File: config.mk
export PLATFORM = sky130hd
export DESIGN_NAME = uart_bus_master
export DESIGN_NICKNAME = d
export VERILOG_FILES = /design/src/rtl/uart_bus_master.sv
export SDC_FILE = /design/constraint.sdc
export NUM_CORES = 1
export LEC_CHECK = 0
export ABC_AREA = 0
export ABC_CLOCK_PERIOD_IN_PS = 3700
export BUFFER_PORTS_ARGS = -buffer_cell sky130_fd_sc_hd__buf_2
export CORE_MARGIN = 10
export CORE_UTILIZATION = 35
export CTS_CLUSTER_SIZE = 25
export DETAILED_ROUTE_END_ITERATION = 7
export GPL_ROUTABILITY_DRIVEN = 0
export GPL_TIMING_DRIVEN = 0
export PLACE_DENSITY = 0.51
export SKIP_CTS_REPAIR_TIMING = 1
export SLEW_MARGIN = 10
export SYNTH_ARGS = -nofsm -noshare
export SYNTH_HDL_FRONTEND = slang
export SYNTH_SLANG_ARGS = --single-unit
File: constraint.sdc
create_clock -name clk -period 3.7 [get_ports clk]
set_input_delay 0.185 -clock clk [delete_from_list [all_inputs] [get_ports clk]]
set_output_delay 0.185 -clock clk [all_outputs]
set_load 0.1 [all_outputs]
File: src/rtl/uart_bus_master.sv
// UART-driven bus master: receives W/R command frames over 8N1 serial, performs one
// 32-bit bus access and answers with 'K', the read data, or 'E' for an unknown command.
module uart_bus_master #(
    parameter int unsigned BAUD_DIV    = 434,
    parameter logic [31:0] TIMEOUT_CYC = 32'd5000000
) (
    input  logic        clk,
    input  logic        rst,
    input  logic        rx_pin,
    output logic        tx_pin,
    output logic [31:0] addr_o,
    output logic [31:0] data_o,
    output logic [3:0]  sel_o,
    output logic        we_o,
    output logic        rd_o,
    input  logic [31:0] data_i,
    output logic        busy_o
);

    localparam logic [15:0] BIT_LAST  = 16'(BAUD_DIV - 1);
    localparam logic [15:0] HALF_LAST = 16'(BAUD_DIV / 2 - 1);

    localparam logic [2:0] S_CMD   = 3'd0;
    localparam logic [2:0] S_ADDR  = 3'd1;
    localparam logic [2:0] S_WDATA = 3'd2;
    localparam logic [2:0] S_BUS   = 3'd3;
    localparam logic [2:0] S_RWAIT = 3'd4;
    localparam logic [2:0] S_RESP  = 3'd5;
    localparam logic [2:0] S_ERR   = 3'd6;

    localparam logic [1:0] RX_IDLE  = 2'd0;
    localparam logic [1:0] RX_START = 2'd1;
    localparam logic [1:0] RX_DATA  = 2'd2;
    localparam logic [1:0] RX_STOP  = 2'd3;

    // ---------------- receiver ----------------
    logic        rx_s1, rx_s2, rx_s3;
    logic [1:0]  rx_state;
    logic [15:0] rx_cnt;
    logic [2:0]  rx_bit;
    logic [7:0]  rx_sh;
    logic        rx_tick, rx_valid, rx_ferr;

    assign rx_tick  = (rx_cnt == BIT_LAST);
    assign rx_valid = (rx_state == RX_STOP) && rx_tick && rx_s2;
    assign rx_ferr  = (rx_state == RX_STOP) && rx_tick && !rx_s2;

    always_ff @(posedge clk) begin
        if (rst) begin
            rx_s1    <= 1'b1;
            rx_s2    <= 1'b1;
            rx_s3    <= 1'b1;
            rx_state <= RX_IDLE;
            rx_cnt   <= 16'd0;
            rx_bit   <= 3'd0;
            rx_sh    <= 8'd0;
        end else begin
            rx_s1 <= rx_pin;
            rx_s2 <= rx_s1;
            rx_s3 <= rx_s2;
            case (rx_state)
                RX_IDLE: begin
                    if (rx_s3 && !rx_s2) begin
                        rx_state <= RX_START;
                        rx_cnt   <= 16'd0;
                    end
                end
                RX_START: begin
                    if (rx_cnt == HALF_LAST) begin
                        rx_cnt   <= 16'd0;
                        rx_bit   <= 3'd0;
                        rx_state <= rx_s2 ? RX_IDLE : RX_DATA;
                    end else begin
                        rx_cnt <= rx_cnt + 16'd1;
                    end
                end
                RX_DATA: begin
                    if (rx_tick) begin
                        rx_cnt <= 16'd0;
                        rx_sh  <= {rx_s2, rx_sh[7:1]};
                        rx_bit <= rx_bit + 3'd1;
                        if (rx_bit == 3'd7) rx_state <= RX_STOP;
                    end else begin
                        rx_cnt <= rx_cnt + 16'd1;
                    end
                end
                default: begin
                    if (rx_tick) begin
                        rx_cnt   <= 16'd0;
                        rx_state <= RX_IDLE;
                    end else begin
                        rx_cnt <= rx_cnt + 16'd1;
                    end
                end
            endcase
        end
    end

    // ---------------- transmitter ----------------
    logic        tx_q, tx_active, tx_done, tx_load;
    logic [8:0]  tx_sh;
    logic [3:0]  tx_bit;
    logic [15:0] tx_cnt;
    logic [7:0]  tx_data;

    // tx_done coincides with a same-cycle reload so consecutive bytes have no idle gap
    assign tx_done = tx_active && (tx_cnt == BIT_LAST) && (tx_bit == 4'd9);
    assign tx_pin  = tx_q;

    always_ff @(posedge clk) begin
        if (rst) begin
            tx_q      <= 1'b1;
            tx_active <= 1'b0;
            tx_sh     <= 9'd0;
            tx_bit    <= 4'd0;
            tx_cnt    <= 16'd0;
        end else if (tx_load) begin
            tx_q      <= 1'b0;
            tx_sh     <= {1'b1, tx_data};
            tx_active <= 1'b1;
            tx_bit    <= 4'd0;
            tx_cnt    <= 16'd0;
        end else if (tx_active) begin
            if (tx_cnt == BIT_LAST) begin
                tx_cnt <= 16'd0;
                if (tx_bit == 4'd9) begin
                    tx_active <= 1'b0;
                    tx_q      <= 1'b1;
                end else begin
                    tx_q   <= tx_sh[0];
                    tx_sh  <= {1'b1, tx_sh[8:1]};
                    tx_bit <= tx_bit + 4'd1;
                end
            end else begin
                tx_cnt <= tx_cnt + 16'd1;
            end
        end
    end

    // ---------------- command FSM ----------------
    logic [2:0]  state;
    logic [1:0]  byte_cnt, resp_left;
    logic        is_wr;
    logic [31:0] addr_sh, data_sh, addr_q, data_q, resp_buf, to_cnt;
    logic        cmd_ok;

    assign cmd_ok = (rx_sh == 8'h57) || (rx_sh == 8'h52);

    always_comb begin
        tx_load = 1'b0;
        tx_data = 8'h00;
        case (state)
            S_CMD:   if (rx_valid && !cmd_ok) begin tx_load = 1'b1; tx_data = 8'h45; end
            S_BUS:   if (is_wr) begin tx_load = 1'b1; tx_data = 8'h4B; end
            S_RWAIT: begin tx_load = 1'b1; tx_data = data_i[31:24]; end
            S_RESP:  if (tx_done && resp_left != 2'd0) begin
                         tx_load = 1'b1;
                         tx_data = resp_buf[31:24];
                     end
            default: ;
        endcase
    end

    always_ff @(posedge clk) begin
        if (rst) begin
            state     <= S_CMD;
            byte_cnt  <= 2'd0;
            resp_left <= 2'd0;
            is_wr     <= 1'b0;
            addr_sh   <= 32'd0;
            data_sh   <= 32'd0;
            addr_q    <= 32'd0;
            data_q    <= 32'd0;
            resp_buf  <= 32'd0;
            to_cnt    <= 32'd0;
        end else begin
            case (state)
                S_CMD: begin
                    if (rx_valid) begin
                        state    <= cmd_ok ? S_ADDR : S_ERR;
                        is_wr    <= (rx_sh == 8'h57);
                        byte_cnt <= 2'd0;
                        to_cnt   <= 32'd0;
                    end
                end
                S_ADDR, S_WDATA: begin
                    if (rx_ferr) begin
                        state <= S_CMD;
                    end else if (rx_valid) begin
                        to_cnt   <= 32'd0;
                        byte_cnt <= byte_cnt + 2'd1;
                        if (state == S_ADDR) begin
                            addr_sh <= {addr_sh[23:0], rx_sh};
                            if (byte_cnt == 2'd3) begin
                                if (is_wr) begin
                                    state <= S_WDATA;
                                end else begin
                                    addr_q <= {addr_sh[23:0], rx_sh};
                                    state  <= S_BUS;
                                end
                            end
                        end else begin
                            data_sh <= {data_sh[23:0], rx_sh};
                            if (byte_cnt == 2'd3) begin
                                addr_q <= addr_sh;
                                data_q <= {data_sh[23:0], rx_sh};
                                state  <= S_BUS;
                            end
                        end
                    end else if (to_cnt == TIMEOUT_CYC - 32'd1) begin
                        state <= S_CMD;
                    end else begin
                        to_cnt <= to_cnt + 32'd1;
                    end
                end
                S_BUS: begin
                    state     <= is_wr ? S_RESP : S_RWAIT;
                    resp_left <= 2'd0;
                end
                S_RWAIT: begin
                    resp_buf  <= {data_i[23:0], 8'h00};
                    resp_left <= 2'd3;
                    state     <= S_RESP;
                end
                S_RESP: begin
                    if (tx_done) begin
                        if (resp_left == 2'd0) begin
                            state <= S_CMD;
                        end else begin
                            resp_buf  <= {resp_buf[23:0], 8'h00};
                            resp_left <= resp_left - 2'd1;
                        end
                    end
                end
                S_ERR:   if (tx_done) state <= S_CMD;
                default: state <= S_CMD;
            endcase
        end
    end

    assign we_o   = (state == S_BUS) && is_wr;
    assign rd_o   = (state == S_BUS) && !is_wr;
    assign sel_o  = (state == S_BUS) ? 4'hF : 4'h0;
    assign busy_o = (state != S_CMD);
    assign addr_o = addr_q;
    assign data_o = data_q;

endmodule

==> summary by stage, run 1 <==
Power and ir drop
The static leakage power is 4.53 nW. The power density over cell area is 524 nW/µm². The total power after layout is 6.71 mW. The worst-case vdd ir drop is around 0.00038 V.

Layout
Leaving out fill and tap cells, the most frequent cell in the layout is sky130_fd_sc_hd__dfxtp_1. The antenna diode count is 0. The multi-input logic area is 5250 µm². The finished cells cover roughly 13000 µm².

The fraction of layout cells with a size suffix above 1 is 13.2%. The library cells used most frequently in the layout, excluding fill and tap cells, are sky130_fd_sc_hd__dfxtp_1, sky130_fd_sc_hd__nand2_1, sky130_fd_sc_hd__nor2_1. The area used by sequential logic in the layout is 4940 µm². The filler cells instantiated in the layout total around 3000. The area added between synthesis and finish is 20.4%.

The net count of the finished layout is 1468.

Clock tree
Counting along the longest clock path gives a buffer depth of 3. The TritonCTS clock tree is done. The clock root buffer is sky130_fd_sc_hd__clkbuf_16. Clock-pin slew was measured on the worst setup and hold paths at ~0.06 ns. The number of buffers inserted during clock tree synthesis is 29. The depth of the CTS H-tree is 1. Counting every sink on the clock net gives 247. The later-pin clock latency in the skew report is 0.57 ns.

Setup path
The critical path ends at tx_cnt[6]$_SDFFE_PP0P_. The worst setup slack for register-to-register paths is 0.29 ns. The endpoint identified for the worst register-to-register timing path is tx_cnt[6]$_SDFFE_PP0P_.

The launch point of the worst reg-to-reg path is rx_cnt[1]$_SDFFE_PP0N_. The kind of start point of the critical path is a flip-flop. Tracing the worst setup path back leads to its startpoint at rx_cnt[1]$_SDFFE_PP0N_. The maximum fanout along the worst path is 10. The worst setup path is captured at a flip-flop. The logic depth of the worst register-to-register path is 10.

The category of the most critical setup path is flip-flop to flip-flop. The required time of the critical path is between 4 and 5 ns. STA puts the critical path data arrival time at 3.85 ns.

STA
The number of setup violations in the final report is 0. The hold slack is -0.0174 ns. The count of final hold-check violations is 4.

After layout, the minimum clock period comes to ~3.4 ns. The transition at the pin with the smallest max-transition slack is approximately 1.0 ns. The total count of max-transition violations in the final report is 0. After layout, the worst path uses between 90% and 100% of the clock period. Based on the critical path, the design can be clocked at up to 0.293 GHz. On the final layout, the worst clock skew is ~0.021 ns. In the final timing run, aggregate negative setup slack is 0 ns. The slack of the critical path is about 0.29 ns. Setup repair after global routing left no endpoint under its margin. In this run the tightest slew margin relative to its limit is roughly 30%.

Yosys
The post-synthesis instance total is 1270. The Yosys step of the flow raised 0 warnings. The predominant post-synthesis flop cell is sky130_fd_sc_hd__dfxtp_1. The synthesized design contains 0 enable-type register cells. The synthesized design devotes to its leading area cell type 46.5% of total area.

Counting every net in the synthesized netlist gives 1317. The synthesized netlist occupies a cell area of 10600 µm². The number of unique standard cell types used by synthesis is 65. The biggest area consumer among synthesized cells is sky130_fd_sc_hd__dfxtp_1.

In this run, synthesis produced a sequential element count of 247. Of the synthesized area, sequential elements account for between 40% and 50%. The async set-or-reset flop fraction in the synthesized netlist is 0%. After synthesis, the cell types taking the most area are sky130_fd_sc_hd__dfxtp_1, sky130_fd_sc_hd__nand2_1, sky130_fd_sc_hd__mux2i_1.

After synthesis, the mean cell area works out to 8.38 µm².

Placement
The post-place instance area is 11700 µm². Port buffering added 105 buffers. The total half-perimeter wirelength after legalization and detailed placement is ~22 mm. Timing analysis after detailed placement gives a worst setup slack of 0.342 ns.

Die
The count of standard-cell rows is 63. The initial cell density of the core is 35.7%. The die outline height is 194 µm. The floorplan step defined a die boundary enclosing 37800 µm². The chip width is 194 µm. The total area inside the core boundary comes to ~30000 µm².

The number of I/O pins is 107.

Routing
For this run, design rule violations remaining after detail routing come to 0. The aggregate routed wire length is 30.1 mm. Detailed routing inserted a total of slightly above 9000 vias.

The detailed router finished its first iteration with 523 violations. After detailed routing, the average wire length per cell comes to roughly 16 µm. The antenna violation net count after detailed routing is 0.

The first TritonRoute pass finished after 5 iterations. The mean number of vias per cell is approximately 5.1.

Run
The tool flagged a number of max-cap violations equal to 0.

Outcome
The run finished, with violations left. The final reports fail on negative hold slack.

Global routing
The number of global-route vias before repair is 8746. Global routing used 15.3% of the available tracks. The global-route congestion overflow total is 0. The number of antenna violations at the first check in global routing was 0. The largest net degree at the start of global routing is 16. The first global-routing pass estimated ~50 mm of wire.

Worst hold path
In this run the worst hold path is classified as input port to flip-flop.
worst min-delay path by stage:
stage | end | from | cells after the start | slack, ns
after floorplan | rx_s1$_SDFF_PP1_ | rx_pin | 1 | 0.29
after global placement | rx_s2$_SDFF_PP1_ | rx_s1$_SDFF_PP1_ | 1 | 0.39
after detailed placement | rx_s2$_SDFF_PP1_ | rx_s1$_SDFF_PP1_ | 1 | 0.39
after CTS | rx_s1$_SDFF_PP1_ | rx_pin | 2 | -0.19
after global routing | resp_buf[27]$_SDFFE_PP0P_ | data_i[19] | 3 | 0.002
final | resp_buf[28]$_SDFFE_PP0P_ | data_i[20] | 3 | -0.02
cell type report:
class                           instances  share of cell area, %
Multi-Input combinational cell        915                   41.0
Sequential cell                       247                   38.6
Clock buffer                           39                   6.35
Timing Repair Buffer                  120                   5.27
Tap cell                              390                   3.81
Buffer                                 89                   2.93
Clock inverter                         15                   1.52
Inverter                               19                  0.556
per-stage QoR:
step           utilization (%)  std cells
2_1_floorplan                -       1270
3_3_place_gp              39.1       1765
3_5_place_dp              39.1       1765
4_1_cts                   42.5       1819
5_1_grt                   43.0       1834
6_report                  43.0       1834
synthesized netlist by cell type (5+ instances only):
cell                         n
sky130_fd_sc_hd__a31oi_1     5
sky130_fd_sc_hd__nor2_1    144
sky130_fd_sc_hd__or4_1       6
sky130_fd_sc_hd__and2_1      8
sky130_fd_sc_hd__buf_2       9
sky130_fd_sc_hd__a21oi_1   126
sky130_fd_sc_hd__and4_1      7
sky130_fd_sc_hd__nor4_1     10
sky130_fd_sc_hd__o21ai_1     6
sky130_fd_sc_hd__mux2i_1    64
sky130_fd_sc_hd__nor3_1     13
sky130_fd_sc_hd__clkbuf_1   71
sky130_fd_sc_hd__and3_1     10
sky130_fd_sc_hd__nand4_1    30
sky130_fd_sc_hd__nand2_1   226
sky130_fd_sc_hd__ha_1       12
sky130_fd_sc_hd__nand3_1    26
sky130_fd_sc_hd__inv_1      19
sky130_fd_sc_hd__xor2_1     21
sky130_fd_sc_hd__dfxtp_1   247
sky130_fd_sc_hd__o21ai_0    25
sky130_fd_sc_hd__a211oi_1   54
sky130_fd_sc_hd__xnor2_1    16
sky130_fd_sc_hd__a22oi_1    15
sky130_fd_sc_hd__or3_1      23
sky130_fd_sc_hd__buf_4       6
kinds of logic (layout without fill, tap and decap cells):
| group | after synthesis | in the layout | synth area share (%) |
|---|---|---|---|
| AO/OA/AOI/OAI | 260 | 260 | 14.9 |
| XOR/XNOR | 37 | 37 | 3.05 |
| adder cells (fa/ha/maj) | 12 | 12 | 1.41 |
| buffers and inverters | 108 | 282 | 4.20 |
| flip-flops | 247 | 247 | 46.5 |
| multiplexers | 67 | 67 | 6.37 |
| AND/OR/NAND/NOR | 539 | 539 | 23.6 |
flip-flops by register name, indices dropped and copies added, names as in the netlist, 3 cells and up:
register  cells
tx_cnt       16
rx_cnt       16
resp_buf     24
addr_sh      32
rx_bit        3
tx_sh         9
data_o       32
state         3
data_sh      24
to_cnt       32
rx_sh         8
addr_o       32
tx_bit        4
report_power, final:
part | switching (mW) | total [mW] | internal [mW]
Combinational | 0.572 | 0.862 | 0.290
Clock | 1.15 | 2.97 | 1.82
Sequential | 0.0852 | 2.87 | 2.79
layer usage:
metal	vias to the layer above	share of wire, %	global-route usage, %
met2	121	48	26.2
met3	46	3.0	2.10
li1	4744	-	-
met1	4365	47	19.8
met4	0	2.0	3.32
met5	-	0	0
critical path: stages (launching register included):
cell and delay, ns:
sky130_fd_sc_hd__dfxtp_1 0.31, sky130_fd_sc_hd__inv_1 0.10, sky130_fd_sc_hd__ha_1 0.16, sky130_fd_sc_hd__or4bb_1 0.56, sky130_fd_sc_hd__or4_4 0.44, sky130_fd_sc_hd__buf_6 0.15
sky130_fd_sc_hd__nor4_1 0.75, sky130_fd_sc_hd__nor2_1 0.24, sky130_fd_sc_hd__nand4_1 0.24, sky130_fd_sc_hd__buf_2 0.25, sky130_fd_sc_hd__nor2_1 0.07
No activity file was read; power rests on OpenSTA's default activity.
==> run 2, diff against run 1 <==
--- a/config.mk
+++ b/config.mk
@@ -5,7 +5,7 @@
 export SDC_FILE = /design/constraint.sdc
 export NUM_CORES = 1
 export LEC_CHECK = 0
-export ABC_AREA = 0
+export ABC_AREA = 1
 export ABC_CLOCK_PERIOD_IN_PS = 3700
 export BUFFER_PORTS_ARGS = -buffer_cell sky130_fd_sc_hd__buf_2
 export CORE_MARGIN = 10
==> summary by stage, run 2 <==
Die
The initial cell density of the core is 35.7% (about the same). The chip width is 205 µm (+5.7%). The placeable core area is 33700 µm² (+13%).

The area enclosed by the die boundary came to 42200 µm² (+12%). The number of I/O pins is 107 (unchanged). The die outline height is 205 µm (+5.7%). The count of standard-cell rows was 67 (+6.3%).

Clock tree
Clock tree synthesis selected as its root buffer the cell sky130_fd_sc_hd__clkbuf_16. The depth of the CTS H-tree came to 1 (unchanged). The maximum root-to-sink buffer count is 3 (unchanged). The number of buffers inserted during clock tree synthesis was 29 (unchanged). The later-pin clock latency in the skew report is 0.57 ns (about the same).

The TritonCTS clock tree is done. The clock-pin transition on the worst setup and hold timing paths is 0.06 ns (about the same). The sink count of the clock tree is 247 (unchanged).

Yosys
The share of the yosys chip area belonging to registers is 41.1% (-5.4 points). The mean post-synth cell area came to 6.97 µm² (-17%). The async set-or-reset flop fraction in the synthesized netlist is 0% (unchanged). The post-synthesis instance total is 1727 (+36%). After synthesis, the cell types taking the most area are sky130_fd_sc_hd__dfxtp_1, sky130_fd_sc_hd__nand2_1, sky130_fd_sc_hd__nor2_1.

The predominant post-synthesis flop cell is sky130_fd_sc_hd__dfxtp_1. The number of flops mapped to enable cells by yosys is 0 (unchanged). The number of unique standard cell types used by synthesis came to 46 (-29%). The biggest area consumer among synthesized cells is sky130_fd_sc_hd__dfxtp_1. The flip-flop and latch count after synthesis came to 247 (unchanged). The number of synthesis warnings is 0 (unchanged). The total nets after synthesis is 1774 (+35%). The area of the mapped netlist is 12000 µm² (+13%). The commonest cells after synthesis are sky130_fd_sc_hd__nand2_1, sky130_fd_sc_hd__dfxtp_1, sky130_fd_sc_hd__nor2_1, sky130_fd_sc_hd__inv_1, sky130_fd_sc_hd__a21oi_1. The most common cell in the netlist is sky130_fd_sc_hd__nand2_1.

The fraction of synthesized cell area taken by the top area cell type is 41.1% (-5.4 points).

Setup path
The critical path goes through nand2_1 -> nor2_2 -> inv_1 -> nor2_1 -> buf_2. The kind of start point of the critical path is a flip-flop. STA classifies the critical path endpoint as an output pin.

The combined buffer and inverter count along the critical path came to 2 (-1). The required time of the critical path is 3.51 ns (-0.63 ns). Broken down by cell family, the worst path's largest delay share belongs to simple AND/OR/NAND/NOR gates.

The longest individual stage delay on the worst path is 0.52 ns (-0.23 ns). The slowest stage of the critical path is the sky130_fd_sc_hd__buf_2 cell. The arrival time at the worst endpoint was 2.39 ns (-1.46 ns). By startpoint and endpoint, the worst setup path is classified as flip-flop to output pin. The maximum fanout along the worst path was 7 (-3).

Global routing
The number of antenna violations at the first check in global routing is 0 (unchanged). The global-route total usage across every layer is 16.8% (+1.5 points). The number of global-route vias before repair was 10900 (+25%). The wire length of the first global-routing pass is 58.8 mm (+21%). The largest net degree at the start of global routing is 16 (unchanged). The global-route congestion overflow total is 0 (unchanged).

STA
The number of setup violations in the final report is 0 (unchanged). The aggregate negative setup slack is 0 ns (unchanged). The total count of max-transition violations in the final report is 0 (unchanged).

The remaining max-slew budget at the tightest pin is 47.7% (+18 points). The final worst clock skew came to 0.0170 ns (-0.00365 ns). The count of final hold-check violations is 0 (-4). The share of the cycle needed by the critical path after routing was 69.5% (-23 points). The transition at the pin with the smallest max-transition slack is 0.785 ns (-0.256 ns). The hold slack is 0.0720 ns (+0.0894 ns). The minimum clock period is 2.57 ns (-0.841 ns). The peak clock frequency supported by timing is 0.389 GHz (+33%).

Setup repair after global routing left no endpoint under its margin.

Placement
The count of buffers inserted at the top-level ports is 105 (unchanged). The total half-perimeter wirelength after legalization and detailed placement is 26.9 mm (+23%). The post-place instance area came to 13100 µm² (+13%).

The total placed cells including tap cells is 2280 (+29%).

Layout
The final cell area excluding filler cells is 14300 µm² (+12%). The area used by sequential logic in the layout is 4940 µm² (unchanged). The most common library cell in the layout ignoring fill and taps is sky130_fd_sc_hd__nand2_1. The area added between synthesis and finish is 18.9%. The number of standard cells in the layout, taps in and fillers out is 2358 (+29%). The fraction of layout cells with a size suffix above 1 was 12.5% (-0.70 points). The number of inserted filler cells in the final layout was 3588 (+20%).

The antenna diode count is 0 (unchanged). The net count of the finished layout is 1935 (+32%). In the layout the commonest cells are sky130_fd_sc_hd__nand2_1, sky130_fd_sc_hd__dfxtp_1, sky130_fd_sc_hd__inv_1, sky130_fd_sc_hd__nor2_1, sky130_fd_sc_hd__a21oi_1. The multi-input logic area is 5800 µm² (+10%).

Routing
The initial detailed-routing violation count is 790 (+51%). The number of detailed-route iterations in the first pass is 5 (unchanged). The number of remaining DRC errors is 0 (unchanged). The antenna violation net count after detailed routing is 0 (unchanged). The wire length per cell after detailed routing is 15.4 µm (-6.1%). The mean number of vias per cell is 4.89 (-3.3%). The aggregate routed wire length was 36.3 mm (+21%).

The overall via count from detail_route was 11500 (+24%).

Power and ir drop
The total power after layout is 7.22 mW (+7.5%). The power density over cell area is 504 nW/µm² (-3.7%). The worst-case vdd ir drop is 0.000435 V (+14%). The static leakage power is 5.47 nW (+21%).

Run
The max capacitance violation total is 0 (unchanged).

Worst hold path
The worst min-delay path class is input port to flip-flop.

Outcome
The flow ran to the end, and the final reports show no timing, DRC or antenna violations.
[run 2: cell types whose count changed after synthesis, moves of 24 or more]
cell / previous run / this run
sky130_fd_sc_hd__a21oi_1: 126 / 160
sky130_fd_sc_hd__clkbuf_1: 71 / 39
sky130_fd_sc_hd__inv_1: 19 / 213
sky130_fd_sc_hd__mux2i_1: 64 / 0
sky130_fd_sc_hd__nand2_1: 226 / 312
sky130_fd_sc_hd__nand3_1: 26 / 109
sky130_fd_sc_hd__nor2_1: 144 / 214
sky130_fd_sc_hd__o21a_1: 4 / 34
sky130_fd_sc_hd__o21ai_0: 25 / 104
sky130_fd_sc_hd__o21ai_1: 6 / 30
[run 2: final timing paths]
kind,startpoint,end,slack [ns],depth (start not counted)
min reg2reg,rx_s1$_SDFF_PP1_,rx_s2$_SDFF_PP1_,0.41,1
max reg2reg,to_cnt[0]$_SDFFE_PP0P_,to_cnt[3]$_SDFFE_PP0P_,1.15,13
max,state[0]$_SDFFE_PP0P_,we_o,1.13,5
min,data_i[30],tx_sh[6]$_SDFFE_PP0P_,0.07,7
[run 2: area by class of cell]
cell class | instances | area share [%]
multi-input combinational | 1170 | 40.5
clock buffer | 41 | 5.66
tap | 448 | 3.92
sequential | 247 | 34.5
buffer | 86 | 3.16
clock inverter | 12 | 0.900
timing repair buffer | 130 | 5.42
inverter | 224 | 5.87
[run 2: through the flow]
stage | util, % | setup slack [ns]
floorplan | - | 0.0162
global placement | 38.9 | 1.18
detailed placement | 38.9 | 1.21
CTS | 41.7 | 1.11
global route | 42.5 | 0.907
finish | 42.5 | 1.13
[run 2: kinds of logic (layout without fill, tap and decap cells)]
logic type / count (synthesis) / in the layout / share of synthesized area [%]
buffers and inverters: 310 / 493 / 10.7
adder cells (fa/ha/maj): 12 / 12 / 1.25
AND/OR/NAND/NOR: 738 / 738 / 26.6
flip-flops: 247 / 247 / 41.1
AO/OA/AOI/OAI: 396 / 396 / 18.5
XOR/XNOR: 24 / 24 / 1.75
[run 2: tightest hold or removal path, delay by kind of cell]
family                 cells  cell delay (ns)
AND/OR/NAND/NOR            6             0.31
buffers and inverters      1             0.10
[run 2: routing by layer]
layer	share of wire, %	track usage [%]	vias to the layer above
li1	-	-	5957
met1	50	23.9	5275
met2	43	26.2	262
met3	5.6	2.61	39
met4	1.6	3.73	0
met5	0	0	-
[run 2: power breakdown]
group | total [mW] | switching [mW] | internal [mW]
Sequential | 2.95 | 0.120 | 2.83
Combinational | 1.45 | 1.06 | 0.390
Clock | 2.82 | 1.16 | 1.67
==> run 3, diff against run 2 <==
--- a/config.mk
+++ b/config.mk
@@ -5,8 +5,8 @@
 export SDC_FILE = /design/constraint.sdc
 export NUM_CORES = 1
 export LEC_CHECK = 0
-export ABC_AREA = 1
-export ABC_CLOCK_PERIOD_IN_PS = 3700
+export ABC_AREA = 0
+export ABC_CLOCK_PERIOD_IN_PS = 2600
 export BUFFER_PORTS_ARGS = -buffer_cell sky130_fd_sc_hd__buf_2
 export CORE_MARGIN = 10
 export CORE_UTILIZATION = 35
==> constraint.sdc (replaced) <==
create_clock -name clk -period 2.6 [get_ports clk]
set_input_delay 0.13 -clock clk [delete_from_list [all_inputs] [get_ports clk]]
set_output_delay 0.13 -clock clk [all_outputs]
set_load 0.1 [all_outputs]
==> summary by stage, run 3 (same netlist as run 1, synthesis figures left out) <==
Outcome
The flow ran to the end, but the final reports show violations. The final reports fail on negative hold slack, negative setup slack.

Layout
The area added between synthesis and finish is 36.1%. The library cells used most frequently in the layout, excluding fill and tap cells, are sky130_fd_sc_hd__dfxtp_1, sky130_fd_sc_hd__nand2_1, sky130_fd_sc_hd__nor2_1. The fraction of layout cells with a size suffix above 1 is 26.4% (+14 points).

The net count of the finished layout came to 1531 (-21%). The utilization after layout came to 48.6% (+6.1 points). The library cell used most frequently in the layout, excluding fill and tap cells, is sky130_fd_sc_hd__dfxtp_1. The number of standard cells in the layout, taps in and fillers out is 1896 (-20%).

Global routing
The largest net degree at the start of global routing is 16 (unchanged). The global-route total usage across every layer is 15.4% (-1.4 points). The layer flagged by global routing as most heavily used is met2. The number of antenna violations at the first check in global routing is 1 (+1). The met3 track demand over resource came to 2.32% (-0.29 points). The wire length of the first global-routing pass was 48.9 mm (-17%). The met1 usage came to 20.2% (-3.7 points). The global-route congestion overflow total is 0 (unchanged). The number of global-route vias before repair was 8886 (-19%).

The met2 usage in global routing is 25.9% (-0.37 points).

STA
The hold slack came to -0.0249 ns (-0.0968 ns). The final worst clock skew was 0.0123 ns (-0.00468 ns). The total count of max-transition violations in the final report is 0 (unchanged).

Setup repair after global routing could not meet its margin everywhere. In the finished design, the share of the clock period the worst path needs comes to 113%. The number of setup violations in the final report is 101 (+101). The slack of the critical path is -0.332 ns (-1.46 ns). The aggregate negative setup slack is -15.22 ns (-15.22 ns). The transition at the pin with the smallest max-transition slack is 0.939 ns (+0.154 ns). The remaining max-slew budget at the tightest pin is 36.9% (-11 points). The minimum clock period is 2.93 ns.

The count of final hold-check violations came to 1 (+1). Timing would allow up to between 0.3 and 0.4 GHz.

Power and ir drop
The relative contribution of sequential cells to total power is 41.1% (+0.3 points). The share of total power in combinational logic is 17.3% (-2.8 points). The switching power total is 2.79 mW (+20%). The static leakage power is 5.22 nW (-4.5%). The clock network fraction of design power came to 41.6% (+2.5 points). The total power after layout came to 9.96 mW (+38%).

The design internal power is 7.17 mW (+47%). The power density over cell area came to 688 nW/µm² (+36%). The worst-case vdd ir drop is 0.000604 V (+39%). The switching share of power is 28.0% (-4.3 points).

Die
The number of I/O pins was 107 (unchanged). The die outline height is 194 µm (-5.4%). The area enclosed by the die boundary is 37800 µm² (-10%). The placeable core area is 29800 µm² (-12%).

The chip width is 194 µm (-5.4%). The initial cell density of the core is 35.7% (about the same). The count of standard-cell rows is 63 (-6.0%).

Setup path
The arrival time at the worst endpoint is 3.35 ns (+0.96 ns). The longest individual stage delay on the worst path is 0.60 ns (+0.08 ns). The worst setup path is captured at a flip-flop. The worst setup slack for register-to-register paths was -0.33 ns (-1.48 ns). The signal on the critical path passes through or4_4 -> or4_4 -> buf_12 -> nor4_4 -> buf_4 -> and3_4 -> buf_6 -> buf_8 -> buf_6 -> clkbuf_16 -> a211oi_2.

The required time of the critical path is 3.01 ns (-0.50 ns). STA classifies the critical path startpoint as a flip-flop. The slowest library cell on the worst path is sky130_fd_sc_hd__or4_4. The category of the most critical setup path is flip-flop to flip-flop.

The maximum fanout along the worst path was 5 (-2).

Routing
The overall via count from detail_route is 9813 (-15%). The aggregate routed wire length came to 32.9 mm (-9.4%). The wire length per cell after detailed routing came to 17.3 µm (+13%).

The number of detailed-route iterations in the first pass came to 5 (unchanged). The initial detailed-routing violation count was 627 (-21%). The mean number of vias per cell is 5.18 (+5.8%). The number of remaining DRC errors is 0 (unchanged). The antenna violation net count after detailed routing was 0 (unchanged).

Placement
The count of buffers inserted at the top-level ports was 105 (unchanged). The total placed cells including tap cells came to 1765 (-23%). The total half-perimeter wirelength after legalization and detailed placement was 21.9 mm (-18%).

Clock tree
The clock root buffer is sky130_fd_sc_hd__clkbuf_16. The number of buffers inserted during clock tree synthesis came to 29 (unchanged). The maximum root-to-sink buffer count is 3 (unchanged). The later-pin clock latency in the skew report is 0.56 ns (about the same).

The depth of the CTS H-tree was 1 (unchanged). The clock-pin transition on the worst setup and hold timing paths is 0.06 ns (about the same). The sink count of the clock tree is 247 (unchanged). TritonCTS built the clock tree.

Run
The max capacitance violation total is 0 (unchanged).

Worst hold path
The worst min-delay path class is input port to flip-flop.
run 3: path summary, 6_finish.rpt:
path / from / end / cells after the start
worst max-delay path: rx_cnt[14]$_SDFFE_PP0N_ / addr_o[27]$_SDFFE_PP0P_ / 11
worst min-delay path: data_i[31] / tx_sh[7]$_SDFFE_PP0P_ / 4
worst max register to register: rx_cnt[14]$_SDFFE_PP0N_ / addr_o[27]$_SDFFE_PP0P_ / 11
worst min register to register: rx_s1$_SDFF_PP1_ / rx_s2$_SDFF_PP1_ / 1
run 3: worst max-delay path, delay by kind of cell, from the launching register on:
family | cells | cell delay, ns
AO/OA/AOI/OAI | 1 | 0.05
flip-flops | 1 | 0.33
AND/OR/NAND/NOR | 4 | 1.58
buffers and inverters | 6 | 0.81
run 3: layout make-up:
type / instances / area, µm²
fillers: 2896 / 15300
multi-input cells: 916 / 5940
flip-flops and latches: 247 / 4950
repair buffers: 190 / 1490
clock buffers: 40 / 817
plain buffers: 81 / 569
well taps: 390 / 488
clock inverters: 12 / 153
inverters: 19 / 71.3
diodes: 1 / 2.50
run 3: power by group through the flow:
stage                     logic (mW)  registers, mW  clock network [mW]
after floorplan                0.881           4.17                   0
after CTS                       1.23           4.09                4.23
after detailed placement        1.23           4.17                   0
after global routing            1.86           4.12                4.40
after global placement          1.22           4.17                   0
final                           1.72           4.10                4.15
run 3: per-stage QoR:
step	worst slack, ns	instance area (µm²)
after floorplan	-0.273	10700
after global placement	-0.655	11700
after detailed placement	-0.651	11700
after CTS	-0.674	12700
after global routing	-0.416	14500
final	-0.332	14500
run 3: layer usage:
layer | routed length, µm | up-vias
li1 | - | 4880
met1 | 14900 | 4720
met2 | 16100 | 168
met3 | 1230 | 45
met4 | 654 | 0
met5 | 0 | -
